--- src/rtl/aes_pkg.sv ---
// Shared constants for the AES-128 decryption scheduler: round count,
// key-expansion round constants and the scheduler state encoding.
package aes_pkg;

    localparam int NR = 10;

    localparam logic [7:0] RCON [10] = '{
        8'h01, 8'h02, 8'h04, 8'h08, 8'h10,
        8'h20, 8'h40, 8'h80, 8'h1B, 8'h36
    };

    typedef enum logic [2:0] {
        S_IDLE,
        S_KEXP,
        S_ARK,
        S_ROUND,
        S_FINAL,
        S_DONE
    } aes_state_e;

endpackage

--- src/rtl/aes_dec_sched.sv ---
// Control sequencer for an iterative AES-128 decryption datapath: forward key
// expansion to the last round key, then inverse rounds stepping the key back.
//   state | meaning
//   IDLE  | waiting for a key/ciphertext handshake
//   KEXP  | NR forward key-expansion steps
//   ARK   | initial AddRoundKey with the last round key
//   ROUND | NR-1 full inverse rounds
//   FINAL | last round, no InvMixColumns
//   DONE  | plaintext held until consumed
module aes_dec_sched
    import aes_pkg::*;
#(
    parameter int NR = aes_pkg::NR
) (
    input  logic       clk,
    input  logic       rst_n,
    input  logic       in_valid,
    output logic       in_ready,
    output logic       dp_load,
    output logic       ks_fwd_en,
    output logic       ks_inv_en,
    output logic       rnd_en,
    output logic       rnd_first,
    output logic       rnd_last,
    output logic [3:0] rnd_idx,
    output logic [7:0] rcon,
    input  logic       flush,
    output logic       out_valid,
    input  logic       out_ready,
    output logic       busy
);

    aes_state_e r_state;
    logic [3:0] r_step;
    logic [3:0] r_rnd_idx;
    logic       r_in_ready;
    logic       r_busy;
    logic       r_out_valid;
    logic       r_ks_fwd_en;
    logic       r_ks_inv_en;
    logic       r_rnd_en;
    logic       r_rnd_first;
    logic       r_rnd_last;
    logic [7:0] r_rcon;
    logic [3:0] w_rcon_sel;

    // Key used in the next ROUND cycle is two below the current index.
    assign w_rcon_sel = r_rnd_idx - 4'd2;

    always_ff @(posedge clk or negedge rst_n) begin
        if (!rst_n) begin
            r_state     <= S_IDLE;
            r_step      <= '0;
            r_rnd_idx   <= '0;
            r_in_ready  <= 1'b1;
            r_busy      <= 1'b0;
            r_out_valid <= 1'b0;
            r_ks_fwd_en <= 1'b0;
            r_ks_inv_en <= 1'b0;
            r_rnd_en    <= 1'b0;
            r_rnd_first <= 1'b0;
            r_rnd_last  <= 1'b0;
            r_rcon      <= 8'h00;
        end else begin
            r_step      <= '0;
            r_rnd_idx   <= '0;
            r_in_ready  <= 1'b0;
            r_busy      <= 1'b1;
            r_out_valid <= 1'b0;
            r_ks_fwd_en <= 1'b0;
            r_ks_inv_en <= 1'b0;
            r_rnd_en    <= 1'b0;
            r_rnd_first <= 1'b0;
            r_rnd_last  <= 1'b0;
            r_rcon      <= 8'h00;

            if (flush && (r_state != S_IDLE)) begin
                r_state    <= S_IDLE;
                r_in_ready <= 1'b1;
                r_busy     <= 1'b0;
            end else begin
                case (r_state)
                    S_IDLE: begin
                        if (in_valid) begin
                            r_state     <= S_KEXP;
                            r_step      <= 4'd1;
                            r_ks_fwd_en <= 1'b1;
                            r_rcon      <= RCON[0];
                        end else begin
                            r_state    <= S_IDLE;
                            r_in_ready <= 1'b1;
                            r_busy     <= 1'b0;
                        end
                    end
                    S_KEXP: begin
                        if (r_step >= 4'(NR)) begin
                            r_state     <= S_ARK;
                            r_rnd_idx   <= 4'(NR);
                            r_rnd_en    <= 1'b1;
                            r_rnd_first <= 1'b1;
                            r_ks_inv_en <= 1'b1;
                            r_rcon      <= RCON[NR-1];
                        end else begin
                            r_state     <= S_KEXP;
                            r_step      <= r_step + 4'd1;
                            r_ks_fwd_en <= 1'b1;
                            r_rcon      <= RCON[r_step];
                        end
                    end
                    S_ARK: begin
                        r_state     <= S_ROUND;
                        r_rnd_idx   <= 4'(NR - 1);
                        r_rnd_en    <= 1'b1;
                        r_ks_inv_en <= 1'b1;
                        r_rcon      <= RCON[NR-2];
                    end
                    S_ROUND: begin
                        if (r_rnd_idx <= 4'd1) begin
                            r_state    <= S_FINAL;
                            r_rnd_en   <= 1'b1;
                            r_rnd_last <= 1'b1;
                        end else begin
                            r_state     <= S_ROUND;
                            r_rnd_idx   <= r_rnd_idx - 4'd1;
                            r_rnd_en    <= 1'b1;
                            r_ks_inv_en <= 1'b1;
                            r_rcon      <= RCON[w_rcon_sel];
                        end
                    end
                    S_FINAL: begin
                        r_state     <= S_DONE;
                        r_out_valid <= 1'b1;
                    end
                    S_DONE: begin
                        if (out_ready) begin
                            r_state    <= S_IDLE;
                            r_in_ready <= 1'b1;
                            r_busy     <= 1'b0;
                        end else begin
                            r_state     <= S_DONE;
                            r_out_valid <= 1'b1;
                        end
                    end
                    default: begin
                        r_state    <= S_IDLE;
                        r_in_ready <= 1'b1;
                        r_busy     <= 1'b0;
                    end
                endcase
            end
        end
    end

    assign in_ready  = r_in_ready;
    assign dp_load   = in_valid & r_in_ready;
    assign ks_fwd_en = r_ks_fwd_en;
    assign ks_inv_en = r_ks_inv_en;
    assign rnd_en    = r_rnd_en;
    assign rnd_first = r_rnd_first;
    assign rnd_last  = r_rnd_last;
    assign rnd_idx   = r_rnd_idx;
    assign rcon      = r_rcon;
    assign out_valid = r_out_valid;
    assign busy      = r_busy;

endmodule

--- config.mk ---
export PLATFORM = sky130hd
export DESIGN_NAME = aes_dec_sched
export DESIGN_NICKNAME = d
export VERILOG_FILES = /design/src/rtl/aes_pkg.sv /design/src/rtl/aes_dec_sched.sv
export SDC_FILE = /design/constraint.sdc
export NUM_CORES = 1
export LEC_CHECK = 0
export BUFFER_PORTS_ARGS = -buffer_cell sky130_fd_sc_hd__buf_2
export CAP_MARGIN = 20
export CORE_MARGIN = 5
export CORE_UTILIZATION = 45
export DETAILED_ROUTE_END_ITERATION = 16
export PLACE_DENSITY = 0.66
export SLEW_MARGIN = 10
export SYNTH_ARGS = -nofsm -noshare
export SYNTH_HDL_FRONTEND = slang
export SYNTH_SLANG_ARGS = --single-unit
--- constraint.sdc ---
create_clock -name clk -period 1.9 [get_ports clk]
set_clock_uncertainty 0.1 [all_clocks]
set_input_delay 0.38 -clock clk [delete_from_list [all_inputs] [get_ports clk]]
set_output_delay 0.38 -clock clk [all_outputs]
set_load 0.05 [all_outputs]
== Yosys cells after proc, flatten, opt, wreduce, memory -nomap -nowiden ==
Memories as Yosys holds them, arrays and structs flattened.
Cells that the tools add are included.

* Register bits: 27
* Bits in read-only memories: 256
* Input bits: 5
* Output and inout port bits: 21
* Word-level logic and storage cells: 81
* Memories kept: 2

* Add/sub/neg operators: 3
* $lt $le $gt $ge: 4
* Equal/unequal tests: 5
* Multiplexer cells: 47
* Bitwise gates (word level): 3
* Reductions and logical operators: 5

{| class="wikitable"
|+ Memory list
! name !! words !! bits a word !! rd ports !! clocked after Yosys merged registers in !! wr ports !! RTL line !! RTL
|-
| (name not given) || 16 || 8 || 1 || 0 || 0 || aes_dec_sched.sv:127 || <nowiki>r_rcon <= RCON[w_rcon_sel];</nowiki>
|-
| (name not given) || 16 || 8 || 1 || 0 || 0 || aes_dec_sched.sv:107 || <nowiki>r_rcon <= RCON[r_step];</nowiki>
|}

{| class="wikitable"
|+ Operator list
! operator !! count
|-
| $mux 8 || 7
|-
| $pmux 8 s4 || 1
|-
| $mux 1 || 21
|-
| $mux 4 || 5
|-
| $pmux 3 s6 || 1
|-
| $pmux 4 s3 || 1
|-
| $ge 5x5->1 const B || 2
|-
| $not 4->5 || 2
|-
| $mux 3 || 3
|-
| $pmux 1 s3 || 3
|-
| $pmux 4 s2 || 1
|-
| $eq 3x2->1 const B || 2
|-
| $eq 3x3->1 const B || 2
|-
| $pmux 1 s2 || 3
|-
| $add 4x1->4 const B || 1
|-
| $ge 4x4->1 const B || 1
|-
| $le 4x1->1 const B || 1
|-
| $reduce_or 4->1 || 1
|-
| $sub 4x1->4 const B || 1
|-
| $sub 4x2->4 const B || 1
|-
| $eq 3x1->1 const B || 1
|-
| $logic_not 3->1 || 1
|-
| $reduce_bool 3->1 || 1
|-
| $mux 2 || 1
|-
| other kinds (3) || 3
|}

== Longest topological paths before layout ==
* Depth after elaboration: 8
* Depth in mapped cells: 7
* Gate-level depth less buffers: 6

== Worst setup path after synthesis ==
OpenSTA, ideal clock, no wires.

* Kind: register to register
* From: register r_rnd_idx[0], in the netlist rnd_idx[0]
* To: register r_rnd_idx[0], in the netlist rnd_idx[0]
* Setup time: 94 ps
* Arrival time: 1872 ps
* Data required time: 1706 ps
* Path slack: -166 ps
* Stages on the path, launching flop included: 8
* Clock period less this slack: 2066 ps
* Cell sequence: dfrtp_1 > inv_1 > ha_1 > nor2_1 > or3_1 > clkbuf_1 > nand2_1 > a211oi_1

* Longest elaborated chain between the ends: 4
* Elaborated cells between the ends (all ways): 5
* Those cells by class: add/sub (1); order compare (1); mux (3)

{| class="wikitable"
|+ Ends and longest elaborated chain
! item !! RTL line !! RTL
|-
| start, declared || aes_dec_sched.sv:35 || <nowiki>logic [3:0] r_rnd_idx;</nowiki>
|-
| start signal, assigned || aes_dec_sched.sv:98 || <nowiki>r_rnd_idx <= 4'(NR);</nowiki>
|-
| start signal, assigned || aes_dec_sched.sv:112 || <nowiki>r_rnd_idx <= 4'(NR - 1);</nowiki>
|-
| start signal, assigned || aes_dec_sched.sv:124 || <nowiki>r_rnd_idx <= r_rnd_idx - 4'd1;</nowiki>
|-
| $sub 4x1->4 or $le 4x1->1 (tied branches) || aes_dec_sched.sv:124, aes_dec_sched.sv:118 ||
|-
| $mux 4 (*) || aes_dec_sched.sv:118 || <nowiki>if (r_rnd_idx <= 4'd1) begin</nowiki>
|-
| $pmux 4 s3 (*) || aes_dec_sched.sv:82 || <nowiki>case (r_state)</nowiki>
|-
| $mux 4 (*) || aes_dec_sched.sv:77 || <nowiki>if (flush && (r_state != S_IDLE)) begin</nowiki>
|}

Mark *: on every way between the ends. The rest lies on a longest branch, timed or not.

== Final worst setup path ==
* From: register r_rnd_idx[2], in the netlist rnd_idx[2]
* To: register r_rcon[0], in the netlist rcon[0]

* Longest elaborated chain between the ends: 8
* Elaborated cells between the ends (all ways): 9
* Those cells by class: add/sub (1); order compare (1); mux (5); bitwise (1); memory (1)

{| class="wikitable"
|+ Ends and longest elaborated chain
! item !! RTL line !! RTL
|-
| $sub 4x2->4 || aes_dec_sched.sv:48 || <nowiki>assign w_rcon_sel = r_rnd_idx - 4'd2;</nowiki>
|-
| $not 4->5 (not written as such) || aes_dec_sched.sv:127 ||
|-
| $mem_v2 16x8 || n/a ||
|-
| $mux 8 (not written as such) (2 in a row) || aes_dec_sched.sv:127 ||
|-
| $mux 8 (*) || aes_dec_sched.sv:118 ||
|-
| $pmux 8 s4 (*) || aes_dec_sched.sv:82 ||
|-
| $mux 8 (*) || aes_dec_sched.sv:77 ||
|-
| end signal, assigned || aes_dec_sched.sv:88 || <nowiki>r_rcon <= RCON[0];</nowiki>
|-
| end signal, assigned || aes_dec_sched.sv:115 || <nowiki>r_rcon <= RCON[NR-2];</nowiki>
|-
| end signal, assigned || aes_dec_sched.sv:127 ||
|-
| end, declared || aes_dec_sched.sv:44 || <nowiki>logic [7:0] r_rcon;</nowiki>
|}

Mark *: on every way between the ends. The rest lies on a longest branch, timed or not. The select of a mux whose other input is x is not followed.

==> metrics.yaml <==
status: "complete, no violations"
cts_num_sinks: 27
power_frac_seq_pct: 39.1
synthAdderAreaFrac_pct: 10.1
required_ps: 2040
syn_inst: 163
synth_ff_type: "dfrtp_1"
syn-num-nets: 181
pre_cts_ws_ps: 30.5
worstSkewPairLatency_ps: 330
dieArea_um2: 4880
synth_commonest_cells: "26 x dfrtp_1, 13 x ha_1, 10 x inv_1"
power_density_nw_per_um2: 966
multi_input_area_um2: 836
setup-violations-final: 0
ant_nets: 0
synth_warnings: 0
path_cells: "inv_1 -> ha_1 -> xnor2_1 -> and3_1 -> o211ai_1 -> a31oi_1"
clk_pin_slew_ps: 150
core_area_um2: 3390
cts_setup_buffers: 0
placed_area_um2: 1830
crit_type: "reg2reg"
overflow: 0
reg2reg_slack_ps: 80
port_buffers: 25
cts_tree: "built"
die_w_um: 69.8
drtIter0Drc: 65
fin_tns_setup_ps: 0
track_usage_pct: 15.0
fillers: 306
antennaDiodeCount: 0
cp.arrival_ps: 1960
synth-xor-area-share_pct: 2.72
p_int_mw: 1.03
leakagePower_nw: 0.899
numCtsBuffers: 3
drt-total-wl_um: 3520
synth-edff-count: 0
remaining_drc_errors: 0
initial_utilization_pct: 47.5
dr.pass1.iters: 4
hold_path.class: "in2reg"
tightest_slew_ps: 596
layout-drive-gt1-share_pct: 28.9
synth_top_family_by_area: "compound AO/OA/AOI/OAI gates"
max-vdd-ir-drop_v: 0.000679
sw_frac_of_total_pct: 42.8
seqCellArea_um2: 681
startpoint_type: "flip-flop"
fmax_mhz: 549
syn_area_um2: 1610
rr_worst_depth: 6
hold_viol: 0
synth-simple-area-share_pct: 17.9
combPwrFrac_pct: 47.2
ios: 26
grt_pass1_vias: 1286
finalNetCount: 216
place.gp.congestion: 0.789
ctsHtreeMaxLevel: 1
end_kind: "flip-flop"
rows: 21
holdPathStages: 2
area_delta_synth_final_pct: 16.1
synth.avg_cell_area_um2: 9.89
finalHoldWorstSlack_ps: 271
drv_cap: 0
worst_slew_margin_rel_pct: 60.3
synth_area_leaders: "dfrtp_1 40%, ha_1 10%, o21ai_0 2.8%, a21oi_1 2.5%, inv_1 2.3%"
wire_per_inst_um: 14.5
grt_start_max_net_pins: 28
grt_pass1_wl_um: 6040
synth.mux.area_fraction_pct: 0
worstPathMaxFanout: 6
cp_slowest_stage_delay_ps: 460
async_flop_share_pct: 100
rsz0062_at_grt: "yes"
drv_slew: 0
slowest_stage: "dfrtp_2"
fin_crit_ps: 1820
synth_top_cell_by_area: "dfrtp_1"
yosysUniqueCellTypes: 46
synth.most_common_cell: "dfrtp_1"
vias: 1326
switching_power_uw: 774
via_per_inst: 5.46
yosysSeqAreaShare_pct: 42.0
antenna_found_initial: 0
root_buffer: "clkbuf_4"
synth_top_area_share_pct: 40.4
fin_ws_ps: 80.1
cts.path.max_buffers: 2
die_y_um: 69.8
synth_compound_area_share_pct: 20.9
clkPwrFrac_pct: 13.6
dp_hpwl_um: 2630
fin_crit_sh_pct: 95.8
final_area_um2: 1870
ys_ff_latch: 27
==> cells by family (layout without fill, tap and decap cells) <==
kind of cell	after synthesis	count (layout)
adders and majority gates	13	13
buffers and inverters	19	53
xor gates and xnor gates	5	5
AOI/OAI and AO/OA	47	47
DFF	27	27
and+or+nand+nor	52	52
==> worst paths after layout <==
path,endpoint,from
setup / recovery,rcon[0]$_DFF_PN0_,rnd_idx[2]$_DFF_PN0_
hold / removal,rnd_en$_DFF_PN0_,flush
setup reg to reg,rcon[0]$_DFF_PN0_,rnd_idx[2]$_DFF_PN0_
hold reg to reg,r_step[0]$_DFF_PN0_,r_step[0]$_DFF_PN0_
max in group asynchronous,rnd_idx[1]$_DFF_PN0_,rst_n
min in group asynchronous,rnd_idx[2]$_DFF_PN0_,rst_n
==> sequential cells by signal (all words and copies together) (netlist names) <==
signal and count:
busy 1, in_ready 1, ks_fwd_en 1, ks_inv_en 1, out_valid 1, r_state 3, r_step 4, rcon 8
rnd_en 1, rnd_first 1, rnd_idx 4, rnd_last 1
==> stage by stage <==
stage          power [mW]  instances  util (%)
2_1_floorplan        1.35        163         -
3_3_place_gp         1.56        238      54.0
3_5_place_dp         1.57        238      54.0
4_1_cts              1.82        243      55.1
5_1_grt              1.93        243      55.2
6_report             1.81        243      55.2
==> timing repair <==
action,in CTS,in global routing
endpoints found under the setup margin,0,7
hold buffers,1,0
endpoints found under the hold margin,26,0
gates resized for setup,0,3
==> power by group through the flow <==
stage	Clock, mW	Sequential [mW]	Combinational [mW]
after floorplan	0	0.930	0.418
after global placement	0	0.718	0.846
after detailed placement	0	0.718	0.849
after CTS	0.258	0.708	0.855
after global routing	0.278	0.721	0.935
final	0.247	0.708	0.855
==> layout make-up <==
type,count,area share [%]
clock buffer,3,1.20
tap,46,3.07
inverter,10,2.01
sequential,27,36.4
timing repair buffer,39,12.4
clock inverter,1,0.267
multi-input combinational,117,44.7
==> worst max-delay path: cells and delay by family (launching register included) <==
kind                     cells  cell delay (ps)
AND/OR/NAND/NOR              1              200
buffers and inverters        1               80
AO/OA/AOI/OAI                2              310
adder cells (fa/ha/maj)      1              220
flip-flops                   1              460
XOR/XNOR                     1              350
==> metal layers <==
metal	wire length, um	vias to the layer above	global-route usage, %
li1	-	642	-
met1	1690	641	20.3
met2	1600	39	24.3
met3	187	4	2.75
met4	34	0	4.47
met5	0	-	0
==> placed cells by master (no fill, tap or decap), types with 4 or more instances in the layout <==
| cell | instances |
|---|---|
| nor2_1 | 9 |
| a21boi_0 | 4 |
| inv_1 | 9 |
| a21oi_1 | 8 |
| o211ai_1 | 4 |
| a211oi_1 | 4 |
| nand3_1 | 7 |
| ha_1 | 13 |
| and3_1 | 4 |
| nor3_1 | 5 |
| nand2_1 | 9 |
| dfrtp_1 | 23 |
| buf_4 | 13 |
| a31oi_1 | 4 |
| o21ai_0 | 8 |
| buf_2 | 25 |
No activity file was read; power rests on OpenSTA's default activity.
